$ cat src/rtl/tdm_pkg.sv
// Shared TDM definitions: slot encoding, FSM states, default lane width.
// Used by both the transmit-side mux and the receive-side demux.
package tdm_pkg;

    localparam int TDM_WIDTH = 1;

    localparam logic SLOT_D0 = 1'b0;
    localparam logic SLOT_D1 = 1'b1;

    typedef enum logic [1:0] {
        HUNT  = 2'd0,
        SLOT0 = 2'd1,
        SLOT1 = 2'd2
    } tdm_state_e;

endpackage

$ cat src/rtl/tdm_slot_fsm.sv
// Slot tracker for the TDM receiver: follows the sync marker and
// issues capture enables and a registered slot-order error pulse.
module tdm_slot_fsm
    import tdm_pkg::*;
(
    input  logic i_clk,
    input  logic i_rst_n,
    input  logic i_valid,
    input  logic i_sync,
    output logic o_a,
    output logic o_locked,
    output logic o_cap_d0,
    output logic o_cap_frame,
    output logic o_sync_err
);

    tdm_state_e state;
    tdm_state_e state_nxt;
    logic       err_nxt;

    always_comb begin
        state_nxt = state;
        err_nxt   = 1'b0;
        if (i_valid) begin
            unique case (state)
                HUNT: begin
                    if (i_sync) state_nxt = SLOT1;
                end
                SLOT0: begin
                    if (i_sync) begin
                        state_nxt = SLOT1;
                    end else begin
                        state_nxt = HUNT;
                        err_nxt   = 1'b1;
                    end
                end
                SLOT1: begin
                    // A sync here restarts the frame without a HUNT pass
                    if (i_sync) begin
                        err_nxt = 1'b1;
                    end else begin
                        state_nxt = SLOT0;
                    end
                end
                default: state_nxt = HUNT;
            endcase
        end
    end

    always_ff @(posedge i_clk) begin
        if (!i_rst_n) begin
            state      <= HUNT;
            o_sync_err <= 1'b0;
        end else begin
            state      <= state_nxt;
            o_sync_err <= err_nxt;
        end
    end

    assign o_cap_d0    = i_valid & i_sync;
    assign o_cap_frame = i_valid & ~i_sync & (state == SLOT1);
    assign o_a         = (state == SLOT1) ? SLOT_D1 : SLOT_D0;
    assign o_locked    = (state == SLOT0) || (state == SLOT1);

endmodule

$ cat src/rtl/tdm_demux2.sv
// Two-channel TDM demultiplexer with frame-aligned registered outputs.
// Optional saturating sync-error counter: define TDM_DEMUX_ERRCNT_EN.
module tdm_demux2
    import tdm_pkg::*;
#(
    parameter int WIDTH     = TDM_WIDTH,
    parameter int ERR_CNT_W = 8
) (
    input  logic             i_clk,
    input  logic             i_rst_n,
    input  logic [WIDTH-1:0] i_y,
    input  logic             i_valid,
    input  logic             i_sync,
`ifdef TDM_DEMUX_ERRCNT_EN
    input  logic             i_err_clr,
    output logic [ERR_CNT_W-1:0] o_err_cnt,
`endif
    output logic [WIDTH-1:0] o_d0,
    output logic [WIDTH-1:0] o_d1,
    output logic             o_a,
    output logic             o_frame_valid,
    output logic             o_locked,
    output logic             o_sync_err
);

    logic             cap_d0;
    logic             cap_frame;
    logic [WIDTH-1:0] shadow_d0;

    tdm_slot_fsm u_fsm (
        .i_clk       (i_clk),
        .i_rst_n     (i_rst_n),
        .i_valid     (i_valid),
        .i_sync      (i_sync),
        .o_a         (o_a),
        .o_locked    (o_locked),
        .o_cap_d0    (cap_d0),
        .o_cap_frame (cap_frame),
        .o_sync_err  (o_sync_err)
    );

    // Both channels load on one edge so the pair is never half-updated
    always_ff @(posedge i_clk) begin
        if (!i_rst_n) begin
            shadow_d0     <= '0;
            o_d0          <= '0;
            o_d1          <= '0;
            o_frame_valid <= 1'b0;
        end else begin
            o_frame_valid <= cap_frame;
            if (cap_d0) shadow_d0 <= i_y;
            if (cap_frame) begin
                o_d0 <= shadow_d0;
                o_d1 <= i_y;
            end
        end
    end

`ifdef TDM_DEMUX_ERRCNT_EN
    always_ff @(posedge i_clk) begin
        if (!i_rst_n) begin
            o_err_cnt <= '0;
        end else if (i_err_clr) begin
            o_err_cnt <= '0;
        end else if (o_sync_err && (o_err_cnt != '1)) begin
            o_err_cnt <= o_err_cnt + 1'b1;
        end
    end
`endif

endmodule
$ cat config.mk
export PLATFORM = sky130hd
export DESIGN_NAME = tdm_demux2
export DESIGN_NICKNAME = d
export VERILOG_FILES = /design/src/rtl/tdm_pkg.sv /design/src/rtl/tdm_slot_fsm.sv /design/src/rtl/tdm_demux2.sv
export SDC_FILE = /design/constraint.sdc
export NUM_CORES = 1
export LEC_CHECK = 0
export CAP_MARGIN = 30
export CORE_AREA = 2 2 39 41
export CTS_CLUSTER_SIZE = 20
export DETAILED_ROUTE_END_ITERATION = 10
export DIE_AREA = 0 0 41 43
export REMOVE_ABC_BUFFERS = 1
export SETUP_SLACK_MARGIN = 0.3
export SLEW_MARGIN = 20
export SYNTH_ARGS = -nofsm -noshare
export SYNTH_HDL_FRONTEND = slang
export SYNTH_HIERARCHICAL = 1
export SYNTH_SLANG_ARGS = --single-unit
$ cat constraint.sdc
create_clock -name i_clk -period 1.43 [get_ports i_clk]
set_clock_uncertainty 0.05 [all_clocks]
set_input_delay 0.286 -clock i_clk [delete_from_list [all_inputs] [get_ports i_clk]]
set_output_delay 0.286 -clock i_clk [all_outputs]
set_load 0.1 [all_outputs]
==> results.cfg <==
[drt]
final_antenna_net_count = 0
via_per_inst = 4.11
avgRoutedWirePerCell_um = 10.7
dr_total_vias = 292
firstDrtPassIters = 2
drt_iter0_markers = 4
drc_errors = 0
routed_wl_um = 759

[timing]
hold_ws_ns = 0.472
setup_tns_ns = 0
min_period_over_period_pct = 99.8
period_needed_ns = 1.43
fmax_mhz = 700
worst_pin_slew_ns = 0.123
relSlewSlack_pct = 91.5
finalHoldViolCount = 0
rsz0062_at_grt = yes
setup-violations-final = 0
slew_viol_final = 0

[critical_path]
path_class = reg -> out
worstPathCellList = inv_4 > ha_4 > buf_12
startpoint_type = flop
r2r_setup_slack_ns = 0.11
arrival_ns = 1.09
slowest_delay_ns = 0.38
crit_path_end_kind = output port
worstPathMaxFanout = 3
critical_path.slowest_cell = dfxtp_4
required_ns = 1.09

[placement]
routabilityCongestion = 0.679
portBuffers = 10
dp_hpwl_um = 504

[grt]
grtUsageTotal_pct = 10.9
grt_pass1_wl_um = 1180
overflow = 0
grt_max_degree = 9
use_met2_pct = 15.3
busiest_layer = met2
globalRouteMet3Util_pct = 9.42
grt_pass1_vias = 284
grtUsageMet1_pct = 12.3
antenna_found_initial = 0

[floorplanning]
start_util_pct = 25.0
die_h_um = 43
die_x_um = 41
num_io_pins = 11
rows = 14
dieArea_um2 = 1760
core_area_um2 = 1380

[synthesis]
yosysSeqAreaShare_pct = 40.4
synth-warning-count = 6
syn_avg_cell_area_um2 = 10.5
synthCells = 33
synth-seq-cells = 7
syn_area_um2 = 347
synth_cell_types = 12

[clocking]
cts_sinks = 7
path_clk_slew_ns = 0.05
clock_latency_ns = 0.25
cts_buffers = 3
cts_tree = done
htree_levels = 1
clk_path_buf_depth = 2
root_buffer = clkbuf_4

[pwr]
p_int_mw = 0.422
power_density_nw_per_um2 = 934
seqPwrFrac_pct = 34.3
switchingPower_mw = 0.207
total_power_mw = 0.628
clkPwrFrac_pct = 28.2
combPwrFrac_pct = 37.6
power.leakage_nw = 0.283
vdd_ir_drop_max_mv = 0.638
switching_share_pct = 32.9

[run]
cap_viol_max_count = 0

[layout]
drive_gt1_share_pct = 56.4
fillers = 131
diodes = 0
seqCellArea_um2 = 150
nets = 65
multiInputGateArea_um2 = 238
area_growth_pct = 94.2

[worst_hold_path]
hold_path_class = reg -> reg

[run_status]
status = completed
==> through the flow <==
step / instances / setup slack [ns] / util (%) / cell area (um^2)
2_1_floorplan: 33 / -0.547 / - / 347
3_3_place_gp: 63 / -0.0902 / 40.2 / 557
3_5_place_dp: 63 / -0.101 / 40.2 / 557
4_1_cts: 71 / -0.00527 / 48.4 / 669
5_1_grt: 71 / -0.0423 / 48.6 / 673
6_report: 71 / 0.00224 / 48.6 / 673
==> power by group through the flow <==
stage,Clock [mW],Combinational [mW],Sequential (mW)
after global placement,0,0.197,0.214
after CTS,0.185,0.234,0.215
final,0.177,0.236,0.215
after detailed placement,0,0.198,0.215
after global routing,0.204,0.246,0.216
after floorplan,0,0.103,0.229
==> state kept, by name (all words and copies together), names as in the netlist <==
signal            cells
u_fsm/o_sync_err      1
u_fsm/state           2
o_d1                  1
o_frame_valid         1
shadow_d0             1
o_d0                  1
==> repair_timing <==
action,in CTS,in global routing
endpoints found under the setup margin,11,10
buffers inserted,4,0
hold buffers,0,0
resized for setup,18,2
pin swaps,4,3
==> kinds of logic (layout without fill, tap and decap cells) <==
group,Yosys count,count (layout),synth area share [%]
simple gates,12,12,21.3
buf+inv,2,24,2.17
fa+ha+maj,4,4,14.4
flops,7,7,40.4
compound gates,2,2,4.33
mux,6,6,17.3
==> metal layers <==
layer,share of wire (%),up-vias
met5,0,-
met4,0,0
met3,5.0,0
met2,50,7
met1,45,130
li1,-,155
==> cells in the final DEF (no fill, tap or decap) <==
cell             netlist  final
buf_6                  0      2
ha_1                   4      1
mux2i_1                6      6
nor2b_1                4      4
inv_4                  0      2
buf_12                 0      6
a21oi_1                1      1
ha_4                   0      3
clkbuf_1               0      1
dlygate4sd2_1          0      1
clkdlybuf4s50_1        0      3
dfxtp_4                0      1
dfxtp_2                0      5
clkbuf_4               0      3
nand2_1                3      3
a32o_1                 1      1
and3b_2                1      1
and2_2                 2      1
nor2_1                 1      1
and2_4                 0      1
buf_4                  0      6
dfxtp_1                7      1
or3b_1                 1      1
==> Yosys cell counts (all sizes together) <==
cell,count,area (um^2)
a21oi,1,5.00
a32o,1,10.0
and2,2,15.0
and3b,1,10.0
dfxtp,7,140
ha,4,50.1
inv,2,7.51
mux2i,6,60.1
nand2,3,11.3
nor2,1,3.75
nor2b,4,25.0
or3b,1,8.76
==> final timing paths <==
kind / start / endpoint / cells past startpoint
hold reg to reg: shadow_d0$_SDFFE_PN0P_ / shadow_d0$_SDFFE_PN0P_ / 2
setup / recovery: u_fsm/state[1]$_SDFFE_PN0P_ / o_locked / 3
hold / removal: shadow_d0$_SDFFE_PN0P_ / shadow_d0$_SDFFE_PN0P_ / 2
setup reg to reg: u_fsm/state[1]$_SDFFE_PN0P_ / u_fsm/state[1]$_SDFFE_PN0P_ / 6
==> critical path, delay by kind of cell, from the launching register on <==
family | cells | cell delay, ns
adder cells (fa/ha/maj) | 1 | 0.26
buffers and inverters | 2 | 0.20
flip-flops | 1 | 0.38
==> cell type report <==
cell class | instances | area share, %
clock buffer | 4 | 3.90
inverter | 2 | 1.86
multi-input combinational | 24 | 35.3
sequential | 7 | 22.3
tap | 16 | 2.97
timing repair buffer | 18 | 33.6
Power figures use the tool's default switching activity.
